--- src/rtl/bus_pkg.sv ---
// Shared constants and types for the RAM bus arbiter slice.
package bus_pkg;
    localparam int unsigned AW     = 16;
    localparam int unsigned DW     = 8;
    localparam int unsigned MIDX_W = 2;   // master index, enough for up to 4 masters
    localparam int unsigned OWN_W  = 3;
    localparam logic [OWN_W-1:0] OWN_CORE = '0;

    typedef enum logic {
        ST_CORE,
        ST_MASTER
    } own_state_e;
endpackage

--- src/rtl/rr_pick.sv ---
// Round-robin request picker: lowest requesting index at or after ptr_i, wrapping to index 0.
module rr_pick
    import bus_pkg::*;
#(
    parameter int unsigned NREQ = 2
) (
    input  logic [NREQ-1:0]   req_i,
    input  logic [MIDX_W-1:0] ptr_i,
    output logic              valid_o,
    output logic [MIDX_W-1:0] idx_o
);
    logic              hit_hi;
    logic [MIDX_W-1:0] idx_hi;

    always_comb begin
        valid_o = 1'b0;
        idx_o   = '0;
        hit_hi  = 1'b0;
        idx_hi  = '0;
        for (int unsigned i = 0; i < NREQ; i++) begin
            if (req_i[i] && !valid_o) begin
                valid_o = 1'b1;
                idx_o   = MIDX_W'(i);
            end
            if (req_i[i] && !hit_hi && (i >= 32'(ptr_i))) begin
                hit_hi = 1'b1;
                idx_hi = MIDX_W'(i);
            end
        end
        // a requester at or after the pointer beats the wrapped-around lowest one
        if (hit_hi) begin
            idx_o = idx_hi;
        end
    end
endmodule

--- src/rtl/bus_arbiter.sv ---
// Shares the synchronous-RAM bus between the 65C02 core (default owner, stalled via RDY)
// and NREQ bus masters with round-robin selection and bounded hold time.
module bus_arbiter
    import bus_pkg::*;
#(
    parameter int unsigned NREQ     = 2,
    parameter int unsigned HOLD_MAX = 8,
    parameter int unsigned CPU_MIN  = 2
) (
    input  logic               clk,
    input  logic               RST,
    input  logic [AW-1:0]      cpu_AD,
    input  logic [DW-1:0]      cpu_DO,
    input  logic               cpu_WE,
    output logic               cpu_RDY,
    output logic [DW-1:0]      cpu_DI,
    input  logic [NREQ-1:0]    m_req,
    input  logic [AW*NREQ-1:0] m_AD,
    input  logic [DW*NREQ-1:0] m_DO,
    input  logic [NREQ-1:0]    m_WE,
    output logic [NREQ-1:0]    m_gnt,
    output logic [NREQ-1:0]    m_rvalid,
    output logic [DW-1:0]      m_DI,
    output logic [AW-1:0]      mem_AD,
    output logic [DW-1:0]      mem_DO,
    output logic               mem_WE,
    input  logic [DW-1:0]      mem_DI
);
    localparam int unsigned CNT_W = $clog2(HOLD_MAX > CPU_MIN ? HOLD_MAX : CPU_MIN) + 1;

    own_state_e        state_q;
    logic [MIDX_W-1:0] midx_q;
    logic [MIDX_W-1:0] rr_q;
    logic [MIDX_W-1:0] rr_d;
    logic [CNT_W-1:0]  cnt_q;
    logic [CNT_W-1:0]  hold_q;
    logic              prev_core_q;
    logic [NREQ-1:0]   rvalid_q;

    logic              pick_valid;
    logic [MIDX_W-1:0] pick_idx;
    logic              master;
    logic              req_cur;
    logic              we_sel;
    logic [AW-1:0]     ad_sel;
    logic [DW-1:0]     do_sel;

    rr_pick #(.NREQ(NREQ)) u_pick (
        .req_i   (m_req),
        .ptr_i   (rr_q),
        .valid_o (pick_valid),
        .idx_o   (pick_idx)
    );

    assign master = (state_q == ST_MASTER);

    always_comb begin
        req_cur = 1'b0;
        we_sel  = 1'b0;
        ad_sel  = '0;
        do_sel  = '0;
        m_gnt   = '0;
        for (int unsigned i = 0; i < NREQ; i++) begin
            if (midx_q == MIDX_W'(i)) begin
                req_cur  = m_req[i];
                we_sel   = m_WE[i] & m_req[i];
                ad_sel   = m_AD[AW*i +: AW];
                do_sel   = m_DO[DW*i +: DW];
                m_gnt[i] = master;
            end
        end
        rr_d = (32'(midx_q) == NREQ - 1) ? '0 : midx_q + MIDX_W'(1);
    end

    assign mem_AD   = master ? ad_sel : cpu_AD;
    assign mem_DO   = master ? do_sel : cpu_DO;
    assign mem_WE   = master ? we_sel : cpu_WE;
    // core only advances when its address is on the bus now and DI answers its last address
    assign cpu_RDY  = !master && prev_core_q;
    assign cpu_DI   = mem_DI;
    assign m_DI     = mem_DI;
    assign m_rvalid = rvalid_q;

    always_ff @(posedge clk) begin
        if (RST) begin
            state_q     <= ST_CORE;
            midx_q      <= '0;
            rr_q        <= '0;
            cnt_q       <= '0;
            hold_q      <= '0;
            prev_core_q <= 1'b1;
            rvalid_q    <= '0;
        end else begin
            prev_core_q <= !master;
            rvalid_q    <= m_gnt & m_req;
            case (state_q)
                ST_CORE: begin
                    if (cnt_q >= CNT_W'(CPU_MIN - 1) && pick_valid) begin
                        state_q <= ST_MASTER;
                        midx_q  <= pick_idx;
                        cnt_q   <= '0;
                        hold_q  <= '0;
                    end else if (cnt_q < CNT_W'(CPU_MIN - 1)) begin
                        cnt_q <= cnt_q + CNT_W'(1);
                    end
                end
                ST_MASTER: begin
                    if (!req_cur || hold_q == CNT_W'(HOLD_MAX - 1)) begin
                        state_q <= ST_CORE;
                        cnt_q   <= '0;
                        rr_q    <= rr_d;
                    end else begin
                        hold_q <= hold_q + CNT_W'(1);
                    end
                end
                default: state_q <= ST_CORE;
            endcase
        end
    end
endmodule

--- config.mk ---
export PLATFORM = sky130hd
export DESIGN_NAME = bus_arbiter
export DESIGN_NICKNAME = d
export VERILOG_FILES = /design/src/rtl/bus_pkg.sv /design/src/rtl/rr_pick.sv /design/src/rtl/bus_arbiter.sv
export SDC_FILE = /design/constraint.sdc
export NUM_CORES = 1
export LEC_CHECK = 0
export CAP_MARGIN = 30
export CORE_UTILIZATION = 28
export CTS_BUF_LIST = sky130_fd_sc_hd__clkbuf_8 sky130_fd_sc_hd__clkbuf_16
export DETAILED_ROUTE_END_ITERATION = 8
export GPL_TIMING_DRIVEN = 1
export PLACE_DENSITY = 0.86
export SYNTH_ARGS = -nofsm -noshare
export SYNTH_HDL_FRONTEND = slang
export SYNTH_SLANG_ARGS = --single-unit
--- constraint.sdc ---
create_clock -name clk -period 1.5 [get_ports clk]
set_clock_uncertainty 0.05 [all_clocks]
set_input_delay 0.3 -clock clk [delete_from_list [all_inputs] [get_ports clk]]
set_output_delay 0.3 -clock clk [all_outputs]
set_load 0.02 [all_outputs]
### Yosys cells after proc, flatten, opt, wreduce, memory -nomap -nowiden

Cells that the tools add are included.

* $add $sub $neg: 3
* order comparisons: 4
* equality and inequality tests: 6
* multiplexer cells: 31
* bitwise logic cells: 4
* reductions and logical operators: 16

Operators by type and width (number)
* $mux 16: 3
* $mux 8: 3
* $mux 4: 5
* $mux 1: 16
* $pmux 4 s2: 2
* $add 4x1->4 const B: 2
* $reduce_and 2->1: 4
* $logic_and 1x1->1: 6
* $eq 4x3->1 const B: 1
* $ge 1x2->1 const A: 2
* $ge 4x1->1 const B: 1
* $logic_not 1->1: 4
* $lt 4x1->1 const B: 1
* $ne 2x2->1 const B: 2
* $ne 3x3->1 const B: 1
* $add 2x1->2 const B: 1
* $and 1x1->1: 2
* $and 2x2->2: 1
* $eq 2x1->1 const B: 1
* $logic_not 2->1: 1
* $mux 2: 1
* $ne 2x1->1 const B: 1
* $pmux 1 s2: 1
* $logic_or 1x1->1: 1
* $not 1->1: 1

* register bits after elaboration: 16
* input bits: 87
* word-level logic and storage cells: 71

### Longest topological paths before layout

* depth after elaboration: 8
* gate-level depth with buffers: 5

### Modules after synthesis

A second synthesis with hierarchy kept.

* cell total of the unflattened synthesis: 164
* area, all modules: 1430.1 µm²

By module, submodules not included
* bus_arbiter: instances 1, cells an instance 159, area an instance 1398.8 µm², seq. area each 320.3 µm²
* rr_pick: instances 1, cells an instance 5, area an instance 31.3 µm², seq. area each 0.0 µm²

### Worst setup path before layout

OpenSTA, ideal clock, no wires.

* kind: register to output
* start point: register state_q, in the netlist master
* end point: output port mem_AD[10]
* arrival time: 1.193 ns
* required time: 1.150 ns
* slack: -0.043 ns
* stages on the path, launching flop included: 5
* buffers on the path: 2
* cell sequence: dfxtp_1 buf_2 buf_1 nor2_1 a21oi_1

* longest elaborated chain between the ends: 1

Ends and longest elaborated chain
* start: declaration: line bus_arbiter.sv:31 `own_state_e state_q;`
* start signal: assignment: line bus_arbiter.sv:86 `state_q <= ST_CORE;`
* start signal: assignment: line bus_arbiter.sv:99 `state_q <= ST_MASTER;`
* start signal: assignment: line bus_arbiter.sv:109 `state_q <= ST_CORE;`
* $mux 16: line bus_arbiter.sv:75 `assign mem_AD = master ? ad_sel : cpu_AD;`
* end: declaration: line bus_arbiter.sv:24 `output logic [AW-1:0] mem_AD,`

Every way passes these cells.

### Worst setup path in the final report

* start point: register midx_q[0]
* end point: output port mem_AD[8]

* longest elaborated chain between the ends: 4
* elaborated cells on any way between the ends: 5

Ends and longest elaborated chain
* start: declaration: line bus_arbiter.sv:32 `logic [MIDX_W-1:0] midx_q;`
* start signal: assignment: line bus_arbiter.sv:100 `midx_q <= pick_idx;`
* $logic_not 2->1: line bus_arbiter.sv:64 `if (midx_q == MIDX_W'(i)) begin`
* $mux 16: line bus_arbiter.sv:64
* $mux 16 *: line bus_arbiter.sv:64
* $mux 16 *: line bus_arbiter.sv:75

Mark *: on every way between the ends. The rest lies on a longest branch, timed or not.

==> results.sh <==
export IMPL_worst_slack_ns=-0.210
export IMPL_slew_headroom=0.782
export IMPL_drive_above_1_share=0.358
export IMPL_holdCritPathClass="flop to flop"
export IMPL_grt_max_degree=17
export IMPL_die_x_um=72.6
export IMPL_peakVddDrop_v=0.00104
export IMPL_synthArstFlopShare=0
export IMPL_hold_slack_ns=0.491
export IMPL_root_buffer="clkbuf_8"
export IMPL_maxCapViolations=0
export IMPL_worst_pin_slew_ns=0.317
export IMPL_viasPerCell=4.85
export IMPL_start_util=0.293
export IMPL_synthAdderAreaFrac=0.0359
export IMPL_outcome="finished, violations left"
export IMPL_wl_per_cell_um=16.5
export IMPL_io_pins=133
export IMPL_dpl_cell_area_sq_mm=0.00255
export IMPL_die_area_sq_mm=0.00526
export IMPL_period_minus_slack_ns=1.71
export IMPL_track_usage=0.193
export IMPL_yosysWarnings=0
export IMPL_grt_pass1_wl_um=7890
export IMPL_io_buffer_count=108
export IMPL_vias=1776
export IMPL_ant_nets=0
export IMPL_r2r_slack_ns=-0.13
export IMPL_synth_cell_types=38
export IMPL_worstSetupEndpointType="primary output"
export IMPL_switchingPower_w=0.00189
export IMPL_placedCellCount=346
export IMPL_critPathLaunchType="flop"
export IMPL_drc_errors=0
export IMPL_die_h_um=72.6
export IMPL_drtPass1Iterations=5
export IMPL_synth_xor_area_share=0
export IMPL_clk_pin_slew_worst_paths_ns=0.06
export IMPL_drv_slew=0
export IMPL_cts_buffers=3
export IMPL_violations="negative setup slack"
export IMPL_grt_setup_unrepaired="yes"
export IMPL_cts_max_level=1
export IMPL_antenna_found_initial=0
export IMPL_muxShareOfSynthArea=0.210
export IMPL_power_density_mw_per_mm2=1510
export IMPL_row_count=25
export IMPL_synth_top_family_by_area="simple AND/OR/NAND/NOR gates"
export IMPL_area_delta_synth_final_pct=113
export IMPL_ys_seq_area_frac=0.201
export IMPL_core_region_area_sq_mm=0.00475
export IMPL_synth_nets=275
export IMPL_fmax_mhz=585
export IMPL_crit_arrival_ns=1.36
export IMPL_nets=391
export IMPL_place_congestion=0.816
export IMPL_finalCritPeriodShare=1.14
export IMPL_required_ns=1.15
export IMPL_setup_viol=33
export IMPL_syn_cell_area_sq_mm=0.00139
export IMPL_hpwl_um=3740
export IMPL_syn_inst=184
export IMPL_cts_buffer_depth=2
export IMPL_synth_compound_area_share=0.187
export IMPL_finalHoldViolCount=0
export IMPL_seq_power_share=0.126
export IMPL_cts_tree="done"
export IMPL_routed_wl_um=6040
export IMPL_leakage_nw=1.16
export IMPL_drtIter0Drc=80
export IMPL_fin_cells=366
export IMPL_clock_power_share=0.081
export IMPL_synth_edf_count=0
export IMPL_cp_max_fo=6
export IMPL_swShare=0.420
export IMPL_grt_overflow_total=0
export IMPL_ys_flop_type="dfxtp_1"
export IMPL_synth_ff_latch_count=14
export IMPL_yosys_area_share_simple=0.225
export IMPL_finish_instance_area_sq_mm=0.00297
export IMPL_cts_sinks=14
export IMPL_insertion_delay_ns=0.24
export IMPL_comb_power_share=0.793
export IMPL_n_antenna_cell=0
export IMPL_criticalPathCategory="flop to primary output"
export IMPL_grt_pass1_vias=1637
export IMPL_synth_area_per_cell_sq_um=7.58
export IMPL_p_int_w=0.00260
## critical path, stage by stage, from the launching register on
cell	delay, ns
dfxtp_4	0.41
buf_12	0.15
mux2i_1	0.30
a21oi_2	0.11
buf_6	0.15
## state kept, by name (all words and copies together), names as in the netlist
register / cells
midx_q: 1
m_rvalid: 2
hold_q: 4
master: 1
rr_q: 1
prev_core_q: 1
cnt_q: 4
## layout by cell type (no fill, tap or decap), types with 4 or more instances in the layout
cell type | Yosys | final
clkbuf_8 | 0 | 4
a21oi_1 | 29 | 16
nor2b_1 | 5 | 5
mux2i_4 | 0 | 4
buf_6 | 0 | 6
a21oi_2 | 0 | 13
mux2i_1 | 27 | 17
buf_12 | 0 | 7
clkdlybuf4s50_1 | 0 | 76
dlygate4sd2_1 | 0 | 4
nor2_1 | 29 | 29
nand2_1 | 7 | 7
mux2i_2 | 0 | 6
buf_4 | 17 | 36
dfxtp_1 | 14 | 10
buf_2 | 6 | 8
## layout make-up
| type | instances | area [sq um] |
|---|---|---|
| Timing Repair Buffer | 141 | 1400 |
| Clock buffer | 4 | 55.1 |
| Multi-Input combinational cell | 137 | 1120 |
| Inverter | 3 | 13.8 |
| Fill cell | 401 | 1780 |
| Sequential cell | 14 | 293 |
| Tap cell | 67 | 83.8 |
## power by group through the flow
stage                     sequential (W)  combinational (W)  clock (W)
after global routing            0.000576            0.00375   0.000400
after global placement          0.000510            0.00266          0
after detailed placement        0.000514            0.00272          0
after CTS                       0.000554            0.00321   0.000374
final                           0.000567            0.00356   0.000362
after floorplan                 0.000490            0.00152          0
## kinds of logic (layout without fill, tap and decap cells)
| logic type | Yosys count | in the layout |
|---|---|---|
| AND/OR/NAND/NOR | 59 | 59 |
| adder cells (fa/ha/maj) | 4 | 4 |
| flip-flops | 14 | 14 |
| multiplexers | 29 | 29 |
| buffers and inverters | 33 | 148 |
| AO/OA/AOI/OAI | 45 | 45 |
## stage by stage
stage               setup WS [ns]  power [W]  setup TNS (ns)   util
floorplan                 -0.0430    0.00201          -0.875      -
global placement           -0.560    0.00317          -14.93  0.536
detailed placement         -0.558    0.00323          -15.30  0.536
CTS                        -0.178    0.00413           -3.29  0.594
global route               -0.267    0.00473           -5.30  0.625
finish                     -0.210    0.00449           -3.27  0.625
## repair_timing
action / 4_1_cts / 5_1_grt
setup endpoints to repair: 41 / 37
hold buffers: 0 / 0
hold endpoints to repair: 0 / 0
pin swaps: 14 / 15
buffers inserted: 7 / 7
gates resized for setup: 160 / 40
cloned: 5 / 0
## final timing paths
path / from / to / depth (start not counted)
hold reg to reg: hold_q[1] / hold_q[1] / 2
setup / recovery: midx_q[0] / mem_AD[8] / 4
setup reg to reg: master / hold_q[3] / 5
hold / removal: hold_q[1] / hold_q[1] / 2
## layer usage
layer | global-route usage | wire (um) | part of all wire
met2 | 0.331 | 3250 | 0.54
met3 | 0.0375 | 366 | 0.061
met4 | 0.0763 | 61 | 0.010
met1 | 0.237 | 2360 | 0.39
met5 | 0 | 0 | 0
## synthesized netlist by cell type, drive strengths merged, types with 3 or more instances
cell    count  area (sq um)
clkbuf      3          12.5
dfxtp      14           280
nor2b       5          31.3
mux2i      27           270
inv         3          11.3
nand2       7          26.3
nor2       29           109
o211ai      3          22.5
a21oi      29           145
ha          4          50.1
buf        27           173
nand4       3          18.8
o21ai       4          20.0
Power figures use the tool's default switching activity.
